File: src/rtl/riscv_pipeline_controller_pkg.sv
// Shared encodings for the RV32I pipeline controller: opcodes, branch func3 values,
// controller FSM states and the ID-stage load-use hazard check.
package riscv_pipeline_controller_pkg;

    localparam logic [6:0] OP_BRANCH = 7'b1100011;
    localparam logic [6:0] OP_JAL    = 7'b1101111;
    localparam logic [6:0] OP_JALR   = 7'b1100111;

    localparam logic [2:0] F3_BEQ  = 3'b000;
    localparam logic [2:0] F3_BNE  = 3'b001;
    localparam logic [2:0] F3_BLT  = 3'b100;
    localparam logic [2:0] F3_BGE  = 3'b101;
    localparam logic [2:0] F3_BLTU = 3'b110;
    localparam logic [2:0] F3_BGEU = 3'b111;

    typedef enum logic [1:0] {
        ST_RUN      = 2'd0,
        ST_MEM_WAIT = 2'd1,
        ST_ERROR    = 2'd2
    } ctrl_state_e;

    // x0 is never written, so a load targeting it cannot create a hazard.
    function automatic logic load_use_hazard(
        input logic       ex_mem_read,
        input logic [4:0] ex_rd,
        input logic [4:0] id_rs1,
        input logic [4:0] id_rs2,
        input logic       id_uses_rs1,
        input logic       id_uses_rs2
    );
        return ex_mem_read && (ex_rd != 5'd0) &&
               ((id_uses_rs1 && (id_rs1 == ex_rd)) ||
                (id_uses_rs2 && (id_rs2 == ex_rd)));
    endfunction

endpackage

File: src/rtl/riscv_pipeline_controller_branch_resolve.sv
// Combinational redirect decode for the EX stage: JAL, JALR and taken conditional branches.
module riscv_branch_resolve
    import riscv_pipeline_controller_pkg::*;
(
    input  logic [6:0] ex_opcode,
    input  logic [2:0] ex_func3,
    input  logic       ex_zero,
    input  logic       ex_less_than,
    input  logic       ex_less_than_u,
    output logic       taken
);

    always_comb begin
        taken = 1'b0;
        unique case (ex_opcode)
            OP_JAL, OP_JALR: taken = 1'b1;
            OP_BRANCH: begin
                unique case (ex_func3)
                    F3_BEQ:  taken = ex_zero;
                    F3_BNE:  taken = !ex_zero;
                    F3_BLT:  taken = ex_less_than;
                    F3_BGE:  taken = !ex_less_than;
                    F3_BLTU: taken = ex_less_than_u;
                    F3_BGEU: taken = !ex_less_than_u;
                    default: taken = 1'b0;
                endcase
            end
            default: taken = 1'b0;
        endcase
    end

endmodule

File: src/rtl/riscv_pipeline_controller.sv
// Stall/flush/redirect sequencer for the 5-stage RV32I pipeline, with a memory-wait
// timeout FSM and saturating stall/flush performance counters.
module riscv_pipeline_controller
    import riscv_pipeline_controller_pkg::*;
#(
    parameter int unsigned TIMEOUT_CYCLES = 1024,
    parameter int unsigned TMO_W          = 16,
    parameter int unsigned CNT_W          = 32
) (
    input  logic             clk,
    input  logic             rst_n,
    input  logic [4:0]       id_rs1,
    input  logic [4:0]       id_rs2,
    input  logic             id_uses_rs1,
    input  logic             id_uses_rs2,
    input  logic [4:0]       ex_rd,
    input  logic             ex_mem_read,
    input  logic [6:0]       ex_opcode,
    input  logic [2:0]       ex_func3,
    input  logic             ex_zero,
    input  logic             ex_less_than,
    input  logic             ex_less_than_u,
    input  logic             mem_req,
    input  logic             mem_ready,
    output logic             pc_write,
    output logic             if_id_write,
    output logic             if_id_flush,
    output logic             id_ex_flush,
    output logic             pipe_hold,
    output logic             pc_src,
    output logic             mem_timeout,
    output logic [CNT_W-1:0] stall_count,
    output logic [CNT_W-1:0] flush_count
);

    localparam logic [TMO_W-1:0] TMO_LIMIT = TMO_W'(TIMEOUT_CYCLES);

    ctrl_state_e      state_q, state_d;
    logic [TMO_W-1:0] wait_q, wait_d;
    logic [TMO_W-1:0] wait_inc;
    logic [CNT_W-1:0] stall_cnt_q, stall_cnt_d;
    logic [CNT_W-1:0] flush_cnt_q, flush_cnt_d;

    logic redirect;
    logic load_use;
    logic memwait;

    riscv_branch_resolve u_branch_resolve (
        .ex_opcode      (ex_opcode),
        .ex_func3       (ex_func3),
        .ex_zero        (ex_zero),
        .ex_less_than   (ex_less_than),
        .ex_less_than_u (ex_less_than_u),
        .taken          (redirect)
    );

    assign load_use = load_use_hazard(ex_mem_read, ex_rd, id_rs1, id_rs2,
                                      id_uses_rs1, id_uses_rs2);
    assign memwait  = mem_req && !mem_ready;
    assign wait_inc = wait_q + TMO_W'(1);

    always_comb begin
        state_d = state_q;
        wait_d  = wait_q;
        unique case (state_q)
            ST_RUN: begin
                if (memwait) begin
                    wait_d  = TMO_W'(1);
                    state_d = (TMO_W'(1) >= TMO_LIMIT) ? ST_ERROR : ST_MEM_WAIT;
                end
            end
            ST_MEM_WAIT: begin
                if (memwait) begin
                    wait_d  = wait_inc;
                    state_d = (wait_inc >= TMO_LIMIT) ? ST_ERROR : ST_MEM_WAIT;
                end else begin
                    wait_d  = '0;
                    state_d = ST_RUN;
                end
            end
            ST_ERROR: state_d = ST_ERROR;
            default:  state_d = ST_RUN;
        endcase
    end

    // Reset override is combinational so the pipeline is held flushed while rst_n is low.
    always_comb begin
        pc_write    = 1'b1;
        if_id_write = 1'b1;
        if_id_flush = 1'b0;
        id_ex_flush = 1'b0;
        pipe_hold   = 1'b0;
        pc_src      = 1'b0;
        mem_timeout = 1'b0;
        if (!rst_n) begin
            pc_write    = 1'b0;
            if_id_write = 1'b0;
            if_id_flush = 1'b1;
            id_ex_flush = 1'b1;
        end else if (state_q == ST_ERROR) begin
            pc_write    = 1'b0;
            if_id_write = 1'b0;
            pipe_hold   = 1'b1;
            mem_timeout = 1'b1;
        end else if (memwait) begin
            pc_write    = 1'b0;
            if_id_write = 1'b0;
            pipe_hold   = 1'b1;
        end else if (redirect) begin
            pc_src      = 1'b1;
            if_id_flush = 1'b1;
            id_ex_flush = 1'b1;
        end else if (load_use) begin
            pc_write    = 1'b0;
            if_id_write = 1'b0;
            id_ex_flush = 1'b1;
        end
    end

    always_comb begin
        stall_cnt_d = stall_cnt_q;
        flush_cnt_d = flush_cnt_q;
        if ((state_q != ST_ERROR) && !pc_write && (stall_cnt_q != '1)) begin
            stall_cnt_d = stall_cnt_q + CNT_W'(1);
        end
        if (pc_src && (flush_cnt_q != '1)) begin
            flush_cnt_d = flush_cnt_q + CNT_W'(1);
        end
    end

    always_ff @(posedge clk or negedge rst_n) begin
        if (!rst_n) begin
            state_q     <= ST_RUN;
            wait_q      <= '0;
            stall_cnt_q <= '0;
            flush_cnt_q <= '0;
        end else begin
            state_q     <= state_d;
            wait_q      <= wait_d;
            stall_cnt_q <= stall_cnt_d;
            flush_cnt_q <= flush_cnt_d;
        end
    end

    assign stall_count = stall_cnt_q;
    assign flush_count = flush_cnt_q;

endmodule

File: config.mk
export PLATFORM = sky130hd
export DESIGN_NAME = riscv_pipeline_controller
export DESIGN_NICKNAME = d
export VERILOG_FILES = /design/src/rtl/riscv_pipeline_controller_pkg.sv /design/src/rtl/riscv_pipeline_controller_branch_resolve.sv /design/src/rtl/riscv_pipeline_controller.sv
export SDC_FILE = /design/constraint.sdc
export NUM_CORES = 1
export LEC_CHECK = 0
export CORE_ASPECT_RATIO = 0.5
export CORE_MARGIN = 2
export CORE_UTILIZATION = 45
export DETAILED_ROUTE_END_ITERATION = 6
export HOLD_SLACK_MARGIN = 0.03
export PLACE_DENSITY = 0.85
export RECOVER_POWER = 25
export SYNTH_ARGS = -nofsm -noshare
export SYNTH_HDL_FRONTEND = slang
export SYNTH_SLANG_ARGS = --single-unit
File: constraint.sdc
create_clock -name clk -period 3.8 [get_ports clk]
set_input_delay 1.14 -clock clk [delete_from_list [all_inputs] [get_ports clk]]
set_output_delay 1.14 -clock clk [all_outputs]
set_load 0.02 [all_outputs]
# After elaboration in Yosys (flattened, before gate mapping)
# Cells that the tools add are included.
dict set report word_totals {
  word_cells 73
  inputBits 35
  ff_bits 82
}
dict set report op_classes {
  n_mux 29
  n_reduce_logical 20
  order_cmp 1
  eq_ne 16
  n_addsub 3
}
# cell n
set op_table {}
lappend op_table {{$add 32x1->32 const B} 2}
lappend op_table {{$ne 32x32->1 const B} 2}
lappend op_table {{$mux 16} 2}
lappend op_table {{$pmux 16 s2} 1}
lappend op_table {{$eq 7x7->1 const B} 3}
lappend op_table {{$mux 1} 20}
lappend op_table {{$add 16x1->16 const B} 1}
lappend op_table {{$ge 16x11->1 const B} 1}
lappend op_table {{$eq 3x3->1 const B} 4}
lappend op_table {{$eq 5x5->1} 2}
lappend op_table {{$logic_and 1x1->1} 8}
lappend op_table {{$mux 2} 3}
lappend op_table {{$pmux 1 s6} 1}
lappend op_table {{$pmux 2 s3} 1}
lappend op_table {{$logic_not 1->1} 5}
lappend op_table {{$reduce_bool 5->1} 1}
lappend op_table {{$ne 2x2->1 const B} 2}
lappend op_table {{$eq 3x1->1 const B} 1}
lappend op_table {{$logic_not 3->1} 1}
lappend op_table {{$eq 2x1->1 const B} 1}
lappend op_table {{$eq 2x2->1 const B} 1}
lappend op_table {{$logic_not 2->1} 1}
lappend op_table {{$pmux 1 s2} 1}
lappend op_table {{$reduce_and 2->1} 1}
lappend op_table {{3 further kinds} 3}

# Logic depth before layout (Yosys ltp)
dict set report logic_depth {
  ltp_word 12
  depth_mapped 10
  ltp_nobuf 8
}

# Modules after synthesis
# A second synthesis with hierarchy kept.
dict set report unflattened {
  hier_cells 446
  hier_area_um2 4404.2
}
# mod area_per_inst_um2 cells_per_inst n_inst
set modules_own_cells {}
lappend modules_own_cells {riscv_pipeline_controller 4322.9 435 1}
lappend modules_own_cells {riscv_branch_resolve 81.3 11 1}

# Worst setup path after synthesis
# OpenSTA, ideal clock, no wires.
dict set report synth_path {
  path_kind {input to output}
  from {input port ex_func3[1]}
  to {output port pc_write}
  required_time_ns 2.660
  stages 8
  arrival_time_ns 2.782
  path_slack_ns -0.122
  cell_sequence {and2b_1 -> a211oi_1 -> o21ai_2 -> a21o_1 -> a21oi_1 -> buf_2 -> buf_4 -> buf_4}
}
dict set report synth_between {
  elab_chain_cells 7
  word_cells_on_any_way 12
}
# element line
set synth_lines {}
lappend synth_lines {{start: declaration} riscv_pipeline_controller.sv:19} ;# input logic [2:0] ex_func3,
lappend synth_lines {{$eq 3x3->1, or another cell as far along} riscv_pipeline_controller_branch_resolve.sv:18} ;# unique case (ex_func3)
lappend synth_lines {{$pmux 1 s6 *} riscv_pipeline_controller_branch_resolve.sv:18}
lappend synth_lines {{$pmux 1 s2 *} riscv_pipeline_controller_branch_resolve.sv:15} ;# unique case (ex_opcode)
lappend synth_lines {{$mux 1 * (4 in a row)} -}
lappend synth_lines {{end: declaration} riscv_pipeline_controller.sv:25} ;# output logic pc_write,
# Mark *: on every way between the ends. The rest lies on a longest branch, timed or not.

# Worst setup path after layout
dict set report layout_path {
  from {input port mem_ready}
  to {output port pipe_hold}
}
dict set report layout_between {
  elab_chain_cells 5
}
# element line
set layout_lines {}
lappend layout_lines {{start: declaration} riscv_pipeline_controller.sv:24} ;# input logic mem_ready,
lappend layout_lines {{$logic_not 1->1} riscv_pipeline_controller.sv:59} ;# assign memwait = mem_req && !mem_ready;
lappend layout_lines {{$logic_and 1x1->1} riscv_pipeline_controller.sv:59}
lappend layout_lines {{$mux 1} riscv_pipeline_controller.sv:105} ;# end else if (memwait) begin
lappend layout_lines {{$mux 1} riscv_pipeline_controller.sv:100} ;# end else if (state_q == ST_ERROR) begin
lappend layout_lines {{$mux 1} riscv_pipeline_controller.sv:95} ;# if (!rst_n) begin
lappend layout_lines {{end: declaration} riscv_pipeline_controller.sv:29} ;# output logic pipe_hold,
# No other way between the ends.

==> impl_metrics.tcl <==
set metrics [dict create \
    hpwlAfterDp_microns 7630 \
    final_cell_mix "82 x dfrtp_1, 81 x clkdlybuf4s50_1, 53 x nand2_1, 39 x xor2_1, 34 x nand3_1" \
    finalSetupViolations 0 \
    clkLatencyLatePin_ps 340 \
    ys_ff_latch 82 \
    layout.cells.non_filler 715 \
    syn_area_sq_um 4400 \
    hold_buffers 0 \
    wl_per_cell_microns 15.1 \
    p_leak_uw 0.00254 \
    drv_slew 41 \
    hp-class "reg -> reg" \
    crit_required_ps 2660 \
    grt_overflow_total 0 \
    gp_congestion 0.846 \
    syn_nets 492 \
    viasPerCell 5.37 \
    ios 106 \
    syn_inst 453 \
    grt_max_degree 41 \
    grt_pass1_wl_microns 17800 \
    drive_above_1_share_pct 12.1 \
    drc 0 \
    pre_cts_ws_ps -724 \
    die_width_microns 144 \
    antenna_found_initial 0 \
    max_slew.worst_pin.slew_ps 2070 \
    dr.pass1.iters 4 \
    portBuffers 105 \
    die_h_microns 73.9 \
    worst_slack_ps 38.6 \
    synthFlopType "dfrtp_1" \
    finalCritPeriodShare_pct 99.0 \
    yosysTopAreaCell "dfrtp_1" \
    synth-warning-count 0 \
    ys_seq_area_share_pct 46.6 \
    outcome "finished with violations" \
    areaGrowthSynthToFinish_pct 38.6 \
    cp-end-kind "output port" \
    cp-start-kind "primary input" \
    final_util_pct 64.3 \
    skew_ps 6.81 \
    ys_top_cells_by_area "dfrtp_1 47%, xor2_1 8.2%, xnor2_1 6.6%, nand2_1 4.6%, nand3_1 3.9%" \
    clock-sinks 82 \
    path_clk_slew_ps 60 \
    syn-mean-instance-area_sq_um 9.71 \
    cts_buffers 9 \
    placed_area_sq_um 5700 \
    p_per_area_nw_per_um2 470 \
    drt_iter0_markers 244 \
    crit_arrival_ps 2620 \
    clock_tree.root_cell "clkbuf_16" \
    ir_drop_mv 0.316 \
    fmax_mhz 266 \
    violations "capacitance limit, slew limit" \
    cts.path.max_buffers 2 \
    route.vias.total 3840 \
    cap_violations 1 \
    dp.cells 698 \
    initial_core_util_pct 46.4 \
    hold_viol_final 0 \
    die-area_sq_um 10600 \
    fin_hold_ws_ps 492 \
    fp.coreArea_sq_um 9480 \
    slew-limit-headroom_pct -38.1 \
    yosysUniqueCellTypes 52 \
    cts_tree "yes" \
    track_usage_pct 21.3 \
    htreeDepth 3 \
    synth_top_area_share_pct 46.6 \
    crit_type "in -> out" \
    synth-edff-count 0 \
    rows 25 \
    antenna_cells 0 \
    post-route-min-period_ps 3760 \
    drt_wl_total_microns 10800 \
    layout_commonest_cell "dfrtp_1" \
    stdcell_area_sq_um 6100 \
    critPathMaxFanout 3 \
    antenna_left 0 \
    async_flop_share_pct 100 \
    first_global_vias 3710 \
    nets 614 \
]
## stage by stage
| step | setup TNS, ps | total power, uW |
|---|---|---|
| finish | 0 | 2860 |
| global route | -0.792 | 3000 |
| CTS | 0 | 2880 |
| detailed placement | -3170 | 1940 |
| global placement | -3070 | 1920 |
| floorplan | 0 | 1550 |
## registers in the layout, indices dropped and copies added (netlist names)
register / cells
flush_count: 32
stall_count: 32
state_q: 2
wait_q: 16
## per-layer routing
metal | wire, microns | part of all wire, % | vias to the layer above | global-route usage, %
li1 | - | - | 1838 | -
met1 | 4780 | 44 | 1903 | 26.3
met2 | 5480 | 51 | 89 | 38.1
met3 | 406 | 3.8 | 10 | 5.08
met4 | 111 | 1.0 | 0 | 5.99
met5 | 0 | 0 | - | 0
## worst paths after layout
| kind | startpoint | end | slack (ps) | cells past startpoint |
|---|---|---|---|---|
| setup / recovery | mem_ready | pipe_hold | 40 | 5 |
| hold / removal | stall_count[5]$_DFFE_PN0P_ | stall_count[5]$_DFFE_PN0P_ | 490 | 1 |
| setup reg to reg | stall_count[14]$_DFFE_PN0P_ | stall_count[1]$_DFFE_PN0P_ | 1020 | 7 |
| hold reg to reg | stall_count[5]$_DFFE_PN0P_ | stall_count[5]$_DFFE_PN0P_ | 490 | 1 |
| max in group asynchronous | rst_n | flush_count[27]$_DFFE_PN0P_ | 1000 | 2 |
| min in group asynchronous | rst_n | wait_q[1]$_DFFE_PN0P_ | 630 | 1 |
## synthesized netlist by cell type (all sizes together) (5+ instances only)
library cell and count:
and4 5, inv 8, nand3 35, xnor2 33, buf 7, dfrtp 82
a21oi 5, xor2 41, and3 11, nor4 14, clkbuf 9, nand4 22
nand2 54, o21ai 25, nor2 25, nor3 24, mux2 5, and2 6
## logic make-up after synthesis
group,count (synthesis),share of synthesized area [%]
and+or+nand+nor,213,25.5
DFF,82,46.6
xor gates and xnor gates,74,14.7
AOI/OAI and AO/OA,51,8.13
buffers and inverters,24,2.56
muxes,5,1.28
adders and majority gates,4,1.14
## critical path: stages
cell	delay [ps]
clkdlybuf4s50_1	380
nand2b_1	210
nand2_1	110
and2_1	150
clkdlybuf4s50_1	620
## what timing repair did
item	CTS	global route
buffers inserted	0	1
endpoints found under the hold margin	0	0
pin swaps	10	10
resized for setup	46	21
endpoints found under the setup margin	5	5
## cell type report
| type | count | area, sq um |
|---|---|---|
| clock inverter | 5 | 77.6 |
| multi-input combinational | 347 | 2320 |
| fill | 736 | 3380 |
| timing repair buffer | 127 | 1210 |
| clock buffer | 11 | 243 |
| sequential | 82 | 2050 |
| inverter | 8 | 30.0 |
| tap | 135 | 169 |
## report_power, final
group | internal [uW] | total [uW] | switching [uW]
clock | 591 | 932 | 341
combinational | 370 | 797 | 427
sequential | 987 | 1140 | 148
Power figures use the tool's default switching activity.
